[src/rtl/xbee_tx_arbiter.sv]
// Round-robin arbiter that frames one byte per grant as SOF/ID/payload/XOR
// and paces the xbee DataIn/send_data pair by a fixed per-character period.
module xbee_tx_arbiter #(
  parameter int          BAUD         = 9600,
  parameter int          CLKFREQ      = 100_000_000,
  parameter int          NUM_REQ      = 4,
  parameter logic [7:0]  SOF          = 8'hA5,
  parameter int          PULSE_CYCLES = 4
) (
  input  logic                   clk,
  input  logic                   reset,
  input  logic [NUM_REQ-1:0]     req,
  input  logic [8*NUM_REQ-1:0]   req_data,
  output logic [NUM_REQ-1:0]     ack,
  output logic [7:0]             DataIn,
  output logic                   send_data,
  output logic [2:0]             grant_id,
  output logic                   busy,
  output logic [1:0]             state_dbg
);

  // Handshake: a source raises req[i] with its payload stable and holds both
  // until ack[i] pulses for one cycle; the payload is captured on that edge.

  localparam int BIT_CYCLES  = CLKFREQ / BAUD;
  localparam int BYTE_CYCLES = 11 * BIT_CYCLES;
  localparam int GAP_CYCLES  = BYTE_CYCLES - PULSE_CYCLES;
  localparam int CW          = $clog2(BYTE_CYCLES + 1);

  localparam logic [CW-1:0] PULSE_LAST = CW'(PULSE_CYCLES - 1);
  localparam logic [CW-1:0] GAP_LAST   = CW'(GAP_CYCLES - 1);
  localparam logic [CW-1:0] CNT_ONE    = CW'(1);

  typedef enum logic [1:0] {
    S_IDLE  = 2'd0,
    S_PULSE = 2'd1,
    S_GAP   = 2'd2
  } state_t;

  state_t             state_q, state_d;
  logic [1:0]         byte_idx_q, byte_idx_d;
  logic [CW-1:0]      cnt_q, cnt_d;
  logic [2:0]         last_grant_q, last_grant_d;
  logic [7:0]         payload_q, payload_d;
  logic [7:0]         chk_q, chk_d;
  logic [NUM_REQ-1:0] ack_q, ack_d;
  logic [7:0]         data_q, data_d;
  logic               send_q, send_d;
  logic [2:0]         grant_q, grant_d;
  logic               busy_q, busy_d;

  // Padded to the full 8-source width so the 3-bit grant index is exact.
  logic [7:0]         req_pad;
  logic [63:0]        data_pad;
  logic               found;
  logic [2:0]         pick;
  logic [7:0]         pick_byte;

  assign req_pad   = 8'(req);
  assign data_pad  = 64'(req_data);
  assign pick_byte = data_pad[{pick, 3'b000} +: 8];

  always_comb begin
    found = 1'b0;
    pick  = 3'd0;
    for (int k = 1; k <= NUM_REQ; k++) begin
      if (!found && req_pad[3'((int'(last_grant_q) + k) % NUM_REQ)]) begin
        found = 1'b1;
        pick  = 3'((int'(last_grant_q) + k) % NUM_REQ);
      end
    end
  end

  always_comb begin
    state_d      = state_q;
    byte_idx_d   = byte_idx_q;
    cnt_d        = cnt_q;
    last_grant_d = last_grant_q;
    payload_d    = payload_q;
    chk_d        = chk_q;
    ack_d        = '0;
    data_d       = data_q;
    send_d       = send_q;
    grant_d      = grant_q;
    busy_d       = busy_q;
    case (state_q)
      S_IDLE: begin
        if (found) begin
          payload_d    = pick_byte;
          chk_d        = SOF ^ {5'b0, pick} ^ pick_byte;
          grant_d      = pick;
          last_grant_d = pick;
          ack_d        = NUM_REQ'(1) << pick;
          data_d       = SOF;
          send_d       = 1'b1;
          byte_idx_d   = 2'd0;
          cnt_d        = '0;
          busy_d       = 1'b1;
          state_d      = S_PULSE;
        end
      end
      S_PULSE: begin
        if (cnt_q == PULSE_LAST) begin
          send_d  = 1'b0;
          cnt_d   = '0;
          state_d = S_GAP;
        end else begin
          cnt_d = cnt_q + CNT_ONE;
        end
      end
      S_GAP: begin
        if (cnt_q == GAP_LAST) begin
          cnt_d = '0;
          if (byte_idx_q != 2'd3) begin
            byte_idx_d = byte_idx_q + 2'd1;
            case (byte_idx_q)
              2'd0:    data_d = {5'b0, grant_q};
              2'd1:    data_d = payload_q;
              default: data_d = chk_q;
            endcase
            send_d  = 1'b1;
            state_d = S_PULSE;
          end else begin
            busy_d  = 1'b0;
            state_d = S_IDLE;
          end
        end else begin
          cnt_d = cnt_q + CNT_ONE;
        end
      end
      default: state_d = S_IDLE;
    endcase
  end

  // last_grant resets to the top source so the first grant lands on source 0.
  always_ff @(posedge clk or negedge reset) begin
    if (!reset) begin
      state_q      <= S_IDLE;
      byte_idx_q   <= 2'd0;
      cnt_q        <= '0;
      last_grant_q <= 3'(NUM_REQ - 1);
      payload_q    <= 8'd0;
      chk_q        <= 8'd0;
      ack_q        <= '0;
      data_q       <= 8'd0;
      send_q       <= 1'b0;
      grant_q      <= 3'd0;
      busy_q       <= 1'b0;
    end else begin
      state_q      <= state_d;
      byte_idx_q   <= byte_idx_d;
      cnt_q        <= cnt_d;
      last_grant_q <= last_grant_d;
      payload_q    <= payload_d;
      chk_q        <= chk_d;
      ack_q        <= ack_d;
      data_q       <= data_d;
      send_q       <= send_d;
      grant_q      <= grant_d;
      busy_q       <= busy_d;
    end
  end

  assign ack       = ack_q;
  assign DataIn    = data_q;
  assign send_data = send_q;
  assign grant_id  = grant_q;
  assign busy      = busy_q;
  assign state_dbg = state_q;

endmodule

[config.mk]
export PLATFORM = sky130hd
export DESIGN_NAME = xbee_tx_arbiter
export DESIGN_NICKNAME = d
export VERILOG_FILES = /design/src/rtl/xbee_tx_arbiter.sv
export SDC_FILE = /design/constraint.sdc
export NUM_CORES = 1
export LEC_CHECK = 0
export BUFFER_PORTS_ARGS = -buffer_cell sky130_fd_sc_hd__buf_2
export CAP_MARGIN = 20
export CORE_ASPECT_RATIO = 0.75
export CORE_UTILIZATION = 60
export CTS_CLUSTER_DIAMETER = 60
export DETAILED_ROUTE_END_ITERATION = 6
export PLACE_DENSITY = 0.85
export SYNTH_ARGS = -nofsm -noshare
export SYNTH_HDL_FRONTEND = slang
export SYNTH_SLANG_ARGS = --single-unit
[constraint.sdc]
create_clock -name clk -period 6.3 [get_ports clk]
set_input_delay 0.315 -clock clk [delete_from_list [all_inputs] [get_ports clk]]
set_output_delay 0.315 -clock clk [all_outputs]
set_load 0.1 [all_outputs]
==> run summary <==
Hold buffers post-CTS -> 0
Number of port buffers -> 55
Clk_skew -> 0.00690 ns
DP HPWL -> 5.42 mm
Setup Buffers After CTS -> 0
Critical Path Start Type -> register
Syn_nets -> 363
Worst slew pin tran -> 0.910 ns
Failing checks -> DRC
Longest Clk Path Bufs -> 2
Leakage -> 0.00163 µW
Ratio of final minimum period to clock period -> 0.437
Die Y-Extent -> 63.4 µm
Die Span X -> 83.9 µm
Starting density of the core -> 0.648
CTS tree -> yes
GRT Total Usage -> 0.296
RSZ-0062 raised after global routing -> no
Top post-synthesis cells by count -> dfrtp_1, nand2_1, nor2_1
Post-synthesis register bit count -> 52
Top cell type's share of synthesized area -> 0.415
Dpl ws -> 3.65 ns
Core ar. -> 0.00465 mm²
Synth area leaders -> dfrtp_1, mux2i_1, nand2_1
Peak Freq -> 363 MHz
Placer Congestion -> 0.874
Initial DRC count -> 306
CTS buffer count -> 5
Clock-pin slew on the worst setup and hold paths -> 0.09 ns
# H-tree levels -> 2
CP required -> 6.50 ns
Status -> finished, violations left
# resized after CTS -> 0
Synth unique cells -> 56
Placed cells -> 419
Setup slack after layout -> 3.55 ns
Fin cells -> 427
Final min period -> 2.75 ns
Mapped Cells -> 315
Largest net degree at the start of global routing -> 53
Root buf cell -> clkbuf_8
Die area -> 0.00532 mm²
Fraction of layout cells with a size suffix above 1 -> 0.205
Max-Cap Viols -> 0
Setup TNS -> 0 ns
Worst reg-to-reg path cell count -> 6
First-pass GRT wire length -> 12.5 mm
Vias -> 2710
Rows -> 21
Residual DRC count -> 8
Top FF cell, synth -> dfrtp_1
Crit path capture type -> register
Final hold violation count -> 0
VDD IR max -> 0.433 mV
DRT Wirelength -> 7.27 mm
Critical Path AT -> 2.95 ns
# IOs -> 57
Yosys warnings -> 0
Max-slew violations -> 0
Clk_lat worst skew -> 0.30 ns
Post-layout nets -> 417
Number of synthesized flops with an enable pin -> 0
Crit-path max FO -> 13
Hold WC Path Type -> in2async
Antenna cells -> 0
Synth Area per Inst -> 9.57 µm²
GRT overflow -> 0
Syn-to-layout area delta -> 13.3%
Sequential fraction of the synthesis area -> 0.432
Asr flop ratio synth -> 1.00
Vias per cell -> 6.35
Synth area leader -> dfrtp_1
1st-pass router iterations -> 7
Mapped Area -> 0.00302 mm²
Worst Setup Path Type -> reg2reg
Endpoints failing setup -> 0
Routed length per instance -> 17.0 µm
Pwr Density -> 457 mW/mm²
Antenna violations before repair -> 0
Routed Antenna Nets -> 0
Most frequent cell after synthesis -> dfrtp_1
Vias in the first global route -> 2580
Sink Count -> 52
Slew margin rel. -> 0.393
==> report_power, final <==
group / internal, µW / total [µW] / switching (µW)
combinational: 256 / 871 / 615
clock: 89.5 / 198 / 108
sequential: 426 / 491 / 65.2
==> layout make-up <==
| cell class | instances | area [µm²] |
|---|---|---|
| clock buffer | 7 | 86.3 |
| clock inverter | 1 | 7.51 |
| fill | 366 | 1230 |
| inverter | 13 | 48.8 |
| multi-input combinational | 241 | 1620 |
| sequential | 52 | 1300 |
| tap | 57 | 71.3 |
| timing repair buffer | 56 | 283 |
==> registers in the layout, summed over array words and instances, names as in the netlist <==
name	flops
last_grant_q	2
grant_id	2
cnt_q	17
payload_q	8
chk_q	5
send_data	1
ack	4
busy	1
state_dbg	2
byte_idx_q	2
DataIn	8
==> kinds of logic (layout without fill, tap and decap cells) <==
family,count (synthesis),after routing,synth area share
simple gates,130,130,0.214
compound gates,77,77,0.197
flops,52,52,0.432
mux,23,23,0.0817
buf+inv,22,77,0.0319
fa+ha+maj,10,10,0.0415
other cells,1,1,0.00124
==> stage by stage <==
step / hold WS (ns) / cell area (µm²) / utilization / power (µW)
final: 0.109 / 3420 / 0.734 / 1560
after global routing: 0.160 / 3420 / 0.734 / 1660
after CTS: 0.140 / 3420 / 0.734 / 1550
after detailed placement: 0.463 / 3320 / 0.714 / 1360
after global placement: 0.464 / 3320 / 0.714 / 1330
after floorplan: 0.0194 / 3020 / - / 1180
==> layer usage <==
layer / wire, µm / GRT usage / share of wire
met2: 3150 / 0.446 / 0.43
met4: 54 / 0.0625 / 0.0074
met3: 528 / 0.0524 / 0.073
met1: 3540 / 0.448 / 0.49
met5: 0 / 0 / 0
==> final timing paths <==
| kind | startpoint | to | slack (ns) |
|---|---|---|---|
| setup / recovery | state_dbg[0] | cnt_q[13] | 3.55 |
| hold / removal | reset | chk_q[2] | 0.11 |
| setup reg to reg | state_dbg[0] | cnt_q[13] | 3.55 |
| hold reg to reg | payload_q[3] | payload_q[3] | 0.51 |
| max in group asynchronous | reset | state_dbg[0] | 5.75 |
| min in group clk | req_data[30] | payload_q[6] | 0.32 |
==> cell usage in the layout, fill, tap and decap left out, drive strengths merged, types with 3 or more instances in the layout <==
cell type and instances:
mux2 4, inv 13, nand2 41, nand3 15
o311ai 4, and2 6, nor3 3, or4 8
clkbuf 7, nand4 6, a221oi 5, o2bb2ai 3
nand2b 6, and3 4, dfrtp 50, nor2 32
o21ai 11, o31ai 3, a31oi 4, o211ai 3
o221ai 4, a21o 5, a2bb2oi 4, buf 56
a22oi 4, a22o 7, mux2i 19, ha 10
a21oi 6, a221o 4
==> critical path, stage by stage (launching register included) <==
cell       delay [ns]
dfrtp_1          0.43
inv_1            0.13
ha_1             0.42
nand2_1          0.15
o2bb2ai_1        0.75
nand2_1          0.39
o311ai_1         0.38
(Power assumes the default switching activity.)
